`config.mk`:
```
export PLATFORM = sky130hd
export DESIGN_NAME = adder_operand_fifo
export DESIGN_NICKNAME = d
export VERILOG_FILES = /design/src/rtl/adder_operand_fifo.sv
export SDC_FILE = /design/constraint.sdc
export NUM_CORES = 1
export LEC_CHECK = 0
export CAP_MARGIN = 20
export CELL_PAD_IN_SITES_DETAIL_PLACEMENT = 0
export CELL_PAD_IN_SITES_GLOBAL_PLACEMENT = 1
export CORE_ASPECT_RATIO = 0.8
export CORE_MARGIN = 2
export CORE_UTILIZATION = 43
export CTS_CLUSTER_DIAMETER = 80
export CTS_CLUSTER_SIZE = 8
export DETAILED_ROUTE_END_ITERATION = 10
export HOLD_SLACK_MARGIN = 0.15
export PLACE_DENSITY_LB_ADDON = 0.1
export REMOVE_ABC_BUFFERS = 1
export SLEW_MARGIN = 20
export SYNTH_ARGS = -nofsm -noshare
export SYNTH_HDL_FRONTEND = slang
export SYNTH_SLANG_ARGS = --single-unit
```
`constraint.sdc`:
```
create_clock -name clk -period 2.9 [get_ports clk]
set_input_delay 0.58 -clock clk [delete_from_list [all_inputs] [get_ports clk]]
set_output_delay 0.58 -clock clk [all_outputs]
set_load 0.1 [all_outputs]
```
`src/rtl/adder_operand_fifo.sv`:
```
// Operand-pair staging FIFO ahead of the ripple-carry adder; drives 0 + 0 when empty.
// Optional refused-push counter on port drop_cnt, enabled by defining ADDER_OPERAND_FIFO_DROP_CNT_EN.
module adder_operand_fifo #(
    parameter int unsigned WIDTH = 32,
    parameter int unsigned DEPTH = 4
) (
    input  logic                     clk,
    input  logic                     rst_n,
    input  logic                     push_valid,
    output logic                     push_ready,
    input  logic [WIDTH-1:0]         push_in1,
    input  logic [WIDTH-1:0]         push_in2,
    output logic                     pop_valid,
    input  logic                     pop_ready,
    output logic [WIDTH-1:0]         in1,
    output logic [WIDTH-1:0]         in2,
    output logic [$clog2(DEPTH):0]   count
`ifdef ADDER_OPERAND_FIFO_DROP_CNT_EN
    ,
    output logic [15:0]              drop_cnt
`endif
);

    localparam int unsigned AW = $clog2(DEPTH);
    localparam logic [AW:0] FULL_COUNT = (AW+1)'(DEPTH);
    localparam logic [AW:0] COUNT_ONE  = (AW+1)'(1);
    localparam logic [AW-1:0] PTR_ONE  = AW'(1);

    logic [WIDTH-1:0] mem1 [DEPTH];
    logic [WIDTH-1:0] mem2 [DEPTH];
    logic [AW-1:0]    wr_ptr;
    logic [AW-1:0]    rd_ptr;
    logic             push_fire;
    logic             pop_fire;

    // Handshake status decodes only the registered count, so no input-to-output path exists.
    assign push_ready = (count != FULL_COUNT);
    assign pop_valid  = (count != '0);
    assign push_fire  = push_valid && push_ready;
    assign pop_fire   = pop_valid && pop_ready;

    assign in1 = pop_valid ? mem1[rd_ptr] : '0;
    assign in2 = pop_valid ? mem2[rd_ptr] : '0;

    always_ff @(posedge clk) begin
        if (push_fire) begin
            mem1[wr_ptr] <= push_in1;
            mem2[wr_ptr] <= push_in2;
        end
    end

    always_ff @(posedge clk or negedge rst_n) begin
        if (!rst_n) begin
            wr_ptr <= '0;
            rd_ptr <= '0;
            count  <= '0;
        end else begin
            if (push_fire)
                wr_ptr <= wr_ptr + PTR_ONE;
            if (pop_fire)
                rd_ptr <= rd_ptr + PTR_ONE;
            if (push_fire && !pop_fire)
                count <= count + COUNT_ONE;
            else if (pop_fire && !push_fire)
                count <= count - COUNT_ONE;
        end
    end

`ifdef ADDER_OPERAND_FIFO_DROP_CNT_EN
    always_ff @(posedge clk or negedge rst_n) begin
        if (!rst_n)
            drop_cnt <= '0;
        else if (push_valid && !push_ready && drop_cnt != '1)
            drop_cnt <= drop_cnt + 16'd1;
    end
`endif

endmodule

```
==> results.ini, run 1 <==
[run_status]
status=complete, no violations

[timing]
drv_slew=0
slew_headroom=0.6917
grt_setup_unrepaired=false
timing.final.crit_share=0.9667
max_freq_mhz=356.7
timing.clock.skew_ns=0.01279
period_needed_ns=2.803
tightestPinTransition_ns=0.4624
hold_viol_final=0
final-setup-viol-count=0
total_neg_setup_slack_ns=0
timing.final.ws_setup_ns=0.09655

[route]
met2_wirelength_mm=9.615
detail-route-antenna-nets=0
post-route-drc-count=0
via_count=4839
route.final.wire_length_mm=19.44
route.detailed.wl_per_inst_um=20.75
routed_via_density=5.164
detailroute.wirelength.met3_mm=1.357
highest-signal-layer=met4
routed_met1_length_mm=8.142
detail_route.iter0.violations=278
firstDrtPassIters=4

[die]
placement_rows=50
floorplan.die.width_um=175.1
core_area_sq_um=23210
boundaryPins=137
y_dimension_of_the_die_um=140.9
initial_utilization=0.4337
design.die.area_sq_um=24660

[clock_network]
postCtsResizedCells=0
cts_post_setup_buffers_inserted=4
ctsHoldBuffers=0
cts_buffer_depth=3
cts_tree=built
root_buffer=sky130_fd_sc_hd__clkbuf_16
cts.clk_slew.worst_paths_ns=0.05
h_tree_levels=2
cts_sinks=263
cts-buffers-inserted=38
clock_latency_ns=0.50

[placed_design]
io_buffers=136
globalplace.congestion=0.7080
place.detailed.instances=885
dp_worst_setup_slack_ns=0.3161
detailed_place_hpwl_mm=11.24

[global_routing]
grt_util_all_layers=0.1635
grt_max_degree=65
number_of_global_route_vias_before_repair=5469
grt_remaining_overflow=0
antenna_found_initial=3
global_route_wire_length_before_repair_mm=30.30

[critical_path]
worstSetupStartpointType=flop
data_arrival_time_of_the_critical_path_ns=2.22
worstReg2RegEnd=count[2]
critPathKind=flop to primary output
regToRegStartpoint=count[1]
timing.reg2reg.worst_path_depth=8
cp.required_ns=2.32
critical_path.endpoint_type=primary output
crit_path_max_fanout=27
r2r_slack_ns=0.66

[synth]
number_of_flops_mapped_to_enable_cells_by_yosys=256
ys_types=19
post_synthesis_sequential_area_ratio=0.7810
postSynthCellCount=440
netlist_area_sq_um=10070
yosysMostFrequentCell=sky130_fd_sc_hd__edfxtp_1
post_synth.cell_area_avg_sq_um=22.88
netlist_top_cells_area=sky130_fd_sc_hd__edfxtp_1 76%, sky130_fd_sc_hd__mux4_2 14%, sky130_fd_sc_hd__and2_1 4.2%, sky130_fd_sc_hd__dfrtp_1 1.7%, sky130_fd_sc_hd__ha_1 0.62%
synthArstFlopShare=0.02662
yosys_top_cell_by_area=sky130_fd_sc_hd__edfxtp_1
post_synth_most_frequent_cells=256 x sky130_fd_sc_hd__edfxtp_1, 68 x sky130_fd_sc_hd__and2_1, 64 x sky130_fd_sc_hd__mux4_2, 8 x sky130_fd_sc_hd__clkbuf_1, 7 x sky130_fd_sc_hd__dfrtp_1
ys_seq_elements=263
synth_largest_type_area_fraction=0.7636
synth-main-ff-cell=sky130_fd_sc_hd__edfxtp_1
ys.warnings.count=0

[cells_and_area]
final_net_count=691
stdcell_count=937
flow.area_growth_from_synthesis_pct=35.60
drive_above_1_share=0.3285
final_design_utilization=0.5881

[flow_run]
maxCapViolations=0

[min_path]
hold_path.class=input pin to asynchronous set/reset pin

-- worst max-delay path, stage by stage, from the launching register on --
cell and delay, ns:
sky130_fd_sc_hd__dfrtp_4 0.71, sky130_fd_sc_hd__buf_4 0.31, sky130_fd_sc_hd__mux4_2 0.31, sky130_fd_sc_hd__and2_1 0.21, sky130_fd_sc_hd__buf_12 0.17
-- sequential cells by signal, summed over array words and instances, names as in the netlist --
register / flops
count: 3
mem2: 128
rd_ptr: 2
wr_ptr: 2
mem1: 128
-- routing by layer --
layer | track usage | up-vias
li1 | - | 2131
met3 | 0.05205 | 34
met2 | 0.2769 | 138
met1 | 0.2052 | 2536
met5 | 0 | -
met4 | 0.04386 | 0
-- cell type report --
type | count | area, sq um
well taps | 312 | 390.4
multi-input cells | 153 | 2073
flip-flops and latches | 263 | 7870
fillers | 1691 | 9559
clock buffers | 46 | 1002
diodes | 1 | 2.502
inverters | 3 | 11.26
clock inverters | 1 | 8.758
repair buffers | 158 | 2292
-- cell usage in the layout, fill, tap and decap left out --
cell type	instances
sky130_fd_sc_hd__dfrtp_1	5
sky130_fd_sc_hd__buf_4	16
sky130_fd_sc_hd__nand2_1	2
sky130_fd_sc_hd__or3_2	1
sky130_fd_sc_hd__ha_1	5
sky130_fd_sc_hd__inv_6	1
sky130_fd_sc_hd__xor2_1	2
sky130_fd_sc_hd__nand3_1	1
sky130_fd_sc_hd__xnor2_1	4
sky130_fd_sc_hd__clkbuf_1	7
sky130_fd_sc_hd__mux4_2	64
sky130_fd_sc_hd__clkdlybuf4s50_1	67
sky130_fd_sc_hd__clkbuf_16	39
sky130_fd_sc_hd__fa_1	1
sky130_fd_sc_hd__mux2_2	2
sky130_fd_sc_hd__dfrtp_4	2
sky130_fd_sc_hd__a21boi_2	1
sky130_fd_sc_hd__and2_4	4
sky130_fd_sc_hd__diode_2	1
sky130_fd_sc_hd__inv_1	3
sky130_fd_sc_hd__edfxtp_1	256
sky130_fd_sc_hd__nor2_1	2
sky130_fd_sc_hd__buf_12	75
sky130_fd_sc_hd__and2_1	64
-- logic make-up (layout without fill, tap and decap cells) --
kind of cell | count (synthesis) | after routing | synth area share
AOI/OAI and AO/OA | 1 | 1 | 0.001118
muxes | 66 | 66 | 0.1454
adders and majority gates | 6 | 6 | 0.008203
xor gates and xnor gates | 6 | 6 | 0.005220
other | 0 | 1 | 0
buffers and inverters | 24 | 208 | 0.01417
and+or+nand+nor | 74 | 74 | 0.04487
DFF | 263 | 263 | 0.7810
-- metrics by stage --
stage	hold slack (ns)	instance area [sq um]
CTS	0.3392	13650
finish	0.3541	13650
global route	0.3624	13650
global placement	0.5295	12610
floorplan	0.2844	9936
detailed placement	0.5515	12610
-- worst max path at each step --
stage,from,to,depth (start not counted),slack (ns)
final,rd_ptr[1],in1[6],4,0.1
after global routing,rd_ptr[1],in2[30],4,0.0009
after CTS,rd_ptr[1],in1[6],4,0.05
after detailed placement,push_valid,count[2],8,0.32
after global placement,push_valid,count[2],8,0.41
after floorplan,rd_ptr[0],in1[0],2,-1.52
Power of run 1 is not shown: default switching activity piles up to over one toggle a cycle in this logic, so the estimate is an artifact.
==> inputs of run 2 (changes only) <==
- MAX_ROUTING_LAYER: not set -> met4
==> results.ini, run 2 (same netlist as run 1, synthesis figures left out) <==
[run_status]
status=complete, no violations

[timing]
holdWs_ns=0.3540
timing.clock.skew_ns=0.01273
drv_slew=0
tightestPinTransition_ns=0.4198
hold_viol_final=0
max_freq_mhz=359.0
slew_headroom=0.7202
timing.final.crit_share=0.9606
final-setup-viol-count=0
grt_setup_unrepaired=false
period_needed_ns=2.786
timing.final.ws_setup_ns=0.1143

[critical_path]
critical_path.endpoint_type=primary output
cp-startpoint=rd_ptr[0]
cp_slowest_stage_delay_ns=0.56
path_buf_inv=2
worst_path_cell_with_the_longest_stage_delay=sky130_fd_sc_hd__dfrtp_4
path_cells=buf_4 > mux4_2 > and2_1 > buf_12
cp.required_ns=2.32
crit_path_max_fanout=10
timing.critical_path.max_delay_family=flip-flops
data_arrival_time_of_the_critical_path_ns=2.21
regToRegStartpoint=count[1]
worstSetupStartpointType=flop
critPathKind=flop to primary output

[die]
placement_rows=50
y_dimension_of_the_die_um=140.9
design.die.area_sq_um=24660
boundaryPins=137
floorplan.die.width_um=175.1
core_area_sq_um=23210
initial_utilization=0.4337

[clock_network]
root_buffer=sky130_fd_sc_hd__clkbuf_16
cts.clk_slew.worst_paths_ns=0.05
ctsHoldBuffers=0
h_tree_levels=2
cts-buffers-inserted=38
cts_tree=built
clock_latency_ns=0.50
cts_buffer_depth=3
cts_sinks=263

[route]
detail-route-antenna-nets=0
via_count=4847
route.detailed.wl_per_inst_um=20.71
routed_via_density=5.156
firstDrtPassIters=4
post-route-drc-count=0
route.final.wire_length_mm=19.47
detail_route.iter0.violations=298

[flow_run]
maxCapViolations=0

[placed_design]
dp_worst_setup_slack_ns=0.3161
globalplace.congestion=0.7160
io_buffers=136
detailed_place_hpwl_mm=11.24

[cells_and_area]
fillers=1687
layout.cells.most_common_list=256 x sky130_fd_sc_hd__edfxtp_1, 75 x sky130_fd_sc_hd__buf_12, 67 x sky130_fd_sc_hd__clkdlybuf4s50_1
flow.area_growth_from_synthesis_pct=35.79
final_net_count=692
multi_input_area_sq_um=2073
drive_above_1_share=0.3296
largestRegisters=mem1: 128 flops, mem2: 128 flops, count: 3 flops
regArea_sq_um=7870
layout_commonest_cell=sky130_fd_sc_hd__edfxtp_1

[global_routing]
grt_util_all_layers=0.1688
global_route_wire_length_before_repair_mm=30.33
grt_max_degree=65
grt_remaining_overflow=0
number_of_global_route_vias_before_repair=5477
antenna_found_initial=3

[min_path]
hold_path.class=input pin to asynchronous set/reset pin

## run 2: stage by stage
| stage | utilization | setup TNS (ns) | cell area [sq um] | instances |
|---|---|---|---|---|
| after floorplan | - | -233.55 | 9936 | 419 |
| after global placement | 0.5432 | 0 | 12610 | 885 |
| after detailed placement | 0.5432 | 0 | 12610 | 885 |
| after CTS | 0.5880 | 0 | 13650 | 936 |
| after global routing | 0.5890 | 0 | 13670 | 940 |
| final | 0.5890 | 0 | 13670 | 940 |
## run 2: cell type report
type                            instances  area share
Sequential cell                       263      0.5757
Timing Repair Buffer                  159      0.1688
Multi-Input combinational cell        153      0.1517
Clock buffer                           46     0.07331
Tap cell                              312     0.02856
Inverter                                3   0.0008237
Clock inverter                          1   0.0006407
Antenna cell                            3   0.0005491
## run 2: worst register-to-register path, stage by stage (launching register included)
cell,delay (ns)
sky130_fd_sc_hd__dfrtp_1,0.42
sky130_fd_sc_hd__or3_2,0.52
sky130_fd_sc_hd__nand2_1,0.14
sky130_fd_sc_hd__ha_1,0.20
sky130_fd_sc_hd__inv_1,0.06
sky130_fd_sc_hd__fa_1,0.37
sky130_fd_sc_hd__xor2_1,0.15
sky130_fd_sc_hd__nor2_1,0.13
sky130_fd_sc_hd__xor2_1,0.16
## run 2: worst paths after layout
kind | cells past startpoint | slack (ns) | end
setup reg to reg | 8 | 0.66 | count[2]
setup / recovery | 4 | 0.11 | in1[5]
hold / removal | 1 | 0.35 | count[0]
min in group clk | 1 | 0.55 | count[2]
max in group asynchronous | 1 | 2.28 | rd_ptr[1]
hold reg to reg | 1 | 0.55 | count[2]
## run 2: metal layers
| metal | global-route usage | vias to the layer above | part of all wire |
|---|---|---|---|
| li1 | - | 2135 | - |
| met4 | 0.04386 | 0 | 0.017 |
| met5 | - | - | 0 |
| met1 | 0.2071 | 2526 | 0.41 |
| met3 | 0.05124 | 34 | 0.073 |
| met2 | 0.2763 | 152 | 0.50 |
## run 2: timing repair
| item | in CTS | in global routing |
|---|---|---|
| gates resized for setup | 0 | 0 |
| buffers inserted | 4 | 1 |
| setup endpoints to repair | 52 | 3 |
Power of run 2 is left out for the same reason.
